$ cat src/rtl/fir_pkg.sv
// Shared definitions for the FIR correlator: command opcodes, default geometry
// and the coefficient-store state encoding.
package fir_pkg;

    localparam logic [3:0] SET_COEFF     = 4'b0100;
    localparam logic [3:0] CLR_ALL_COEFF = 4'b1000;

    localparam int DEF_CW    = 16;
    localparam int DEF_NTAPS = 16;
    localparam int DEF_AW    = 4;

    typedef enum logic {
        IDLE     = 1'b0,
        CLEARING = 1'b1
    } coeff_state_t;

endpackage

$ cat src/rtl/fir_coeff_ram.sv
// Coefficient bank: one write port, one registered read-first read port.
// Out-of-range read addresses return zero.
module fir_coeff_ram
    import fir_pkg::*;
#(
    parameter int NTAPS = DEF_NTAPS,
    parameter int CW    = DEF_CW,
    parameter int AW    = DEF_AW
) (
    input  logic          clk,
    input  logic          rst,
    input  logic          we,
    input  logic [AW-1:0] waddr,
    input  logic [CW-1:0] wdata,
    input  logic [AW-1:0] raddr,
    output logic [CW-1:0] rdata
);

    localparam int            IW    = (NTAPS > 1) ? $clog2(NTAPS) : 1;
    localparam logic [AW:0]   DEPTH = (AW+1)'(NTAPS);

    logic [CW-1:0] mem [NTAPS];

    // NOTE: the bank has no reset; the clear walk is what brings it to a known state.
    always_ff @(posedge clk) begin
        if (we) begin
            mem[waddr[IW-1:0]] <= wdata;
        end
    end

    // Both blocks sample mem before the edge updates it, which gives read-first behaviour.
    always_ff @(posedge clk) begin
        if (rst) begin
            rdata <= '0;
        end else if ({1'b0, raddr} < DEPTH) begin
            rdata <= mem[raddr[IW-1:0]];
        end else begin
            rdata <= '0;
        end
    end

endmodule

$ cat src/rtl/fir_coeff_store.sv
// Coefficient store for the FIR correlator: accepts store/clear strobes from the
// command decoder, walks the bank to zero on clear, serves taps to the MAC.
module fir_coeff_store
    import fir_pkg::*;
#(
    parameter int NTAPS = DEF_NTAPS,
    parameter int CW    = DEF_CW,
    parameter int AW    = DEF_AW
) (
    input  logic          clk,
    input  logic          rst,
    input  logic          c_sto,
    input  logic          c_clr,
    input  logic [AW-1:0] coeff_addr_in,
    input  logic [CW-1:0] coeff_data_in,
    input  logic [AW-1:0] rd_addr,
    output logic [CW-1:0] rd_data,
    output logic          busy,
    output logic          clr_done,
    output logic          sto_drop
);

    localparam logic [AW-1:0] LAST_PTR = AW'(NTAPS - 1);
    localparam logic [AW:0]   DEPTH    = (AW+1)'(NTAPS);

    coeff_state_t  state;
    logic [AW-1:0] clr_ptr;
    logic          clearing;
    logic          sto_ok;
    logic          ram_we;
    logic [AW-1:0] ram_waddr;
    logic [CW-1:0] ram_wdata;

    // NOTE: combinational decode uses blocking '=' with every output defaulted first,
    // so no latch can be inferred; state below uses '<=' only.
    always_comb begin
        clearing  = (state == CLEARING);
        sto_ok    = c_sto && !clearing && !c_clr && ({1'b0, coeff_addr_in} < DEPTH);
        ram_we    = !rst && (clearing || sto_ok);
        ram_waddr = coeff_addr_in;
        ram_wdata = coeff_data_in;
        if (clearing) begin
            ram_waddr = clr_ptr;
            ram_wdata = '0;
        end
    end

    always_ff @(posedge clk) begin
        if (rst) begin
            state    <= CLEARING;
            clr_ptr  <= '0;
            busy     <= 1'b1;
            clr_done <= 1'b0;
            sto_drop <= 1'b0;
        end else begin
            clr_done <= 1'b0;
            sto_drop <= c_sto && !sto_ok;
            if (c_clr) begin
                // A clear always restarts the walk from the bottom, even mid-walk.
                state   <= CLEARING;
                clr_ptr <= '0;
                busy    <= 1'b1;
            end else if (state == CLEARING) begin
                if (clr_ptr == LAST_PTR) begin
                    state    <= IDLE;
                    clr_ptr  <= '0;
                    busy     <= 1'b0;
                    clr_done <= 1'b1;
                end else begin
                    clr_ptr <= clr_ptr + 1'b1;
                end
            end
        end
    end

    fir_coeff_ram #(
        .NTAPS (NTAPS),
        .CW    (CW),
        .AW    (AW)
    ) u_ram (
        .clk   (clk),
        .rst   (rst),
        .we    (ram_we),
        .waddr (ram_waddr),
        .wdata (ram_wdata),
        .raddr (rd_addr),
        .rdata (rd_data)
    );

endmodule

$ cat config.mk
export PLATFORM = sky130hd
export DESIGN_NAME = fir_coeff_store
export DESIGN_NICKNAME = d
export VERILOG_FILES = /design/src/rtl/fir_pkg.sv /design/src/rtl/fir_coeff_ram.sv /design/src/rtl/fir_coeff_store.sv
export SDC_FILE = /design/constraint.sdc
export NUM_CORES = 1
export LEC_CHECK = 0
export BUFFER_PORTS_ARGS = -buffer_cell sky130_fd_sc_hd__buf_2
export CORE_ASPECT_RATIO = 0.5
export CORE_UTILIZATION = 30
export CTS_BUF_LIST = sky130_fd_sc_hd__clkbuf_8
export DETAILED_ROUTE_END_ITERATION = 8
export MAX_ROUTING_LAYER = met4
export PLACE_DENSITY = 0.53
export SYNTH_ARGS = -nofsm -noshare
export SYNTH_HDL_FRONTEND = slang
export SYNTH_SLANG_ARGS = --single-unit
$ cat constraint.sdc
create_clock -name clk -period 2.5 [get_ports clk]
set_input_delay 0.25 -clock clk [delete_from_list [all_inputs] [get_ports clk]]
set_output_delay 0.25 -clock clk [all_outputs]
set_load 0.05 [all_outputs]
==> results.json <==
{
  "ys_async_sr_fraction": 0,
  "routed_via_density": 4.61,
  "layout_commonest_cell": "edfxtp_1",
  "seq_area_frac_synth": 0.756,
  "overflow": 0,
  "drtIter0Drc": 353,
  "reg2reg_depth": 5,
  "min_period_ns": 2.10,
  "initial_utilization": 0.309,
  "clock_latency_ns": 0.54,
  "dpl.hpwl_mm": 14.9,
  "route.vias.total": 5656,
  "synth_seq_cells": 280,
  "status": "finished, final reports clean",
  "die_w_um": 270,
  "routed_wl_mm": 24.3,
  "timing.rr.start": "clearing$_SDFF_PP1_",
  "fin_cells": 1226,
  "end_kind": "flip-flop",
  "final_cell_mix": "256 x edfxtp_1, 89 x mux2i_1, 49 x clkbuf_8",
  "drive_gt1_frac": 0.265,
  "grt_pass1_vias": 5823,
  "synth_top_family_by_area": "multiplexers",
  "crit_type": "reg -> reg",
  "synth_compound_area_frac": 0.0493,
  "slew_headroom": 0.384,
  "synth_ff_type": "edfxtp_1",
  "dr.pass1.iters": 5,
  "cp-start-kind": "flip-flop",
  "vdd_ir_drop_max_v": 0.000295,
  "synth_mux_area_frac": 0.126,
  "cts_buffers": 44,
  "dp.cells": 1149,
  "pwr_density_cell_nw_per_um2": 711,
  "syn-mean-instance-area_um2": 17.7,
  "synth_top_area_frac": 0.711,
  "synthTopCellsByArea": "edfxtp_1 71%, mux2i_1 8.2%, dfxtp_1 4.4%",
  "grt.busiest_layer": "met2",
  "synth_area_um2": 10800,
  "grt_antenna_before_repair": 0,
  "holdCritStartpoint": "c_clr",
  "drc": 0,
  "cp.arrival_ns": 2.34,
  "r2r_end": "u_ram.mem[1][0]$_DFFE_PP_",
  "grt_use_met1": 0.172,
  "ys_types": 39,
  "post_cts_resized": 0,
  "wl_per_cell_um": 19.8,
  "gp_congestion": 0.745,
  "ys_warn_count": 0,
  "tritoncts": "built",
  "grt_use_total": 0.137,
  "hold_class": "in -> reg",
  "crit_fanout": 12,
  "clockBufferDepth": 3,
  "core_area_um2": 35000,
  "maxCapViolations": 0,
  "syn_inst": 611,
  "grt_max_degree": 58,
  "synth_fp_nets": 640,
  "holdPathStages": 3,
  "io_pins": 47,
  "min_to": "clr_ptr[3]$_SDFFE_PP0P_",
  "clock_tree.root_cell": "clkbuf_8",
  "portBuffers": 46,
  "grt_pass1_wl_mm": 36.3,
  "synth-xor-area-share": 0.000810,
  "met2_usage": 0.226,
  "post_cts_buffers": 0,
  "area_growth_pct": 18.0,
  "final_core_util": 0.365,
  "ant_nets": 0,
  "cts_sinks": 280,
  "die_area_um2": 36800,
  "hold_viol_final": 0,
  "yosysTopAreaCell": "edfxtp_1",
  "synth-simple-area-share": 0.0483,
  "rsz0062_at_grt": "no",
  "synth_edf_count": 256,
  "final-setup-viol-count": 0,
  "row_count": 48,
  "worstMarginPinSlew_ns": 0.920,
  "fmax_mhz": 476,
  "timing.final.crit_share": 0.840,
  "synth_fa_ha_area_frac": 0.00116,
  "drv_slew": 0,
  "p_leak_nw": 4.56,
  "insertedDiodeCount": 0,
  "met3_usage": 0.0267,
  "nets": 751,
  "finalSetupTns_ns": 0,
  "reg2reg_slack_ns": 0.40,
  "required_ns": 2.74,
  "path_clk_slew_ns": 0.06,
  "die_h_um": 136,
  "h-tree-depth": 2,
  "skew_ns": 0.00884,
  "cts_hold_buf": 2
}
[layout make-up]
cell class | count | area, µm²
Clock inverter | 26 | 105
Fill cell | 3294 | 22200
Sequential cell | 280 | 8170
Tap cell | 475 | 594
Clock buffer | 49 | 674
Inverter | 2 | 7.51
Multi-Input combinational cell | 296 | 2490
Timing Repair Buffer | 98 | 719
[cell usage after synthesis, types with 2 or more instances]
master and n:
nand2_2 2, buf_2 8, a21oi_1 11, mux4_2 18, buf_4 6, o21ai_1 11
mux2_2 6, o211ai_1 5, a22oi_1 41, edfxtp_1 256, o221ai_1 5, nand3_1 12
nor2b_1 18, nor3_1 3, a31oi_1 2, mux2i_1 89, buf_8 2, dfxtp_1 24
clkbuf_1 13, nand2_1 23, nor3b_1 2, buf_1 2, nand2b_1 11, nor2_1 25
buf_6 2
[sequential cells by signal, indices dropped and copies added, names as in the netlist]
signal	count
u_ram.mem	256
sto_drop	1
busy	1
clr_done	1
clr_ptr	4
clearing	1
u_ram.rdata	16
[logic make-up (layout without fill, tap and decap cells)]
group	after synthesis	after routing
compound gates	78	78
xor+xnor	1	1
fa+ha+maj	1	1
buf+inv	35	175
flops	280	280
mux	113	113
simple gates	103	103
[routing by layer]
layer	up-vias	wire, µm	part of all wire
li1	2632	-	-
met1	2859	10800	0.45
met2	122	12000	0.49
met3	43	1040	0.043
met4	0	414	0.017
met5	-	0	0
[critical path, cell delays in order, from the launching register on]
cell and delay (ns):
dfxtp_1 0.38, or4b_4 0.56, a21oi_2 0.22, nand2_2 0.13, nor2_2 0.32, buf_12 0.19
[worst max path at each step]
stage,endpoint,startpoint,slack [ns]
floorplan,u_ram.mem[4][0]$_DFFE_PP_,clearing$_SDFF_PP1_,0.18
global placement,u_ram.mem[7][11]$_DFFE_PP_,clearing$_SDFF_PP1_,0.43
detailed placement,u_ram.mem[7][1]$_DFFE_PP_,clearing$_SDFF_PP1_,0.39
CTS,u_ram.mem[7][12]$_DFFE_PP_,clearing$_SDFF_PP1_,0.38
global route,u_ram.mem[1][0]$_DFFE_PP_,clearing$_SDFF_PP1_,0.29
finish,u_ram.mem[1][0]$_DFFE_PP_,clearing$_SDFF_PP1_,0.40
[power breakdown]
part / internal [mW] / switching [mW]
Sequential: 5.09 / 0.0140
Clock: 1.78 / 1.68
Combinational: 0.179 / 0.320
[stage by stage]
stage	power [mW]	hold slack [ns]	worst slack, ns	cell area [µm²]
global placement	5.70	0.455	0.431	12000
detailed placement	5.71	0.464	0.392	12000
CTS	9.19	0.0775	0.382	12800
finish	9.07	0.120	0.401	12800
floorplan	5.54	0.326	0.178	10800
global route	9.42	0.112	0.289	12800
Power figures use the tool's default switching activity.
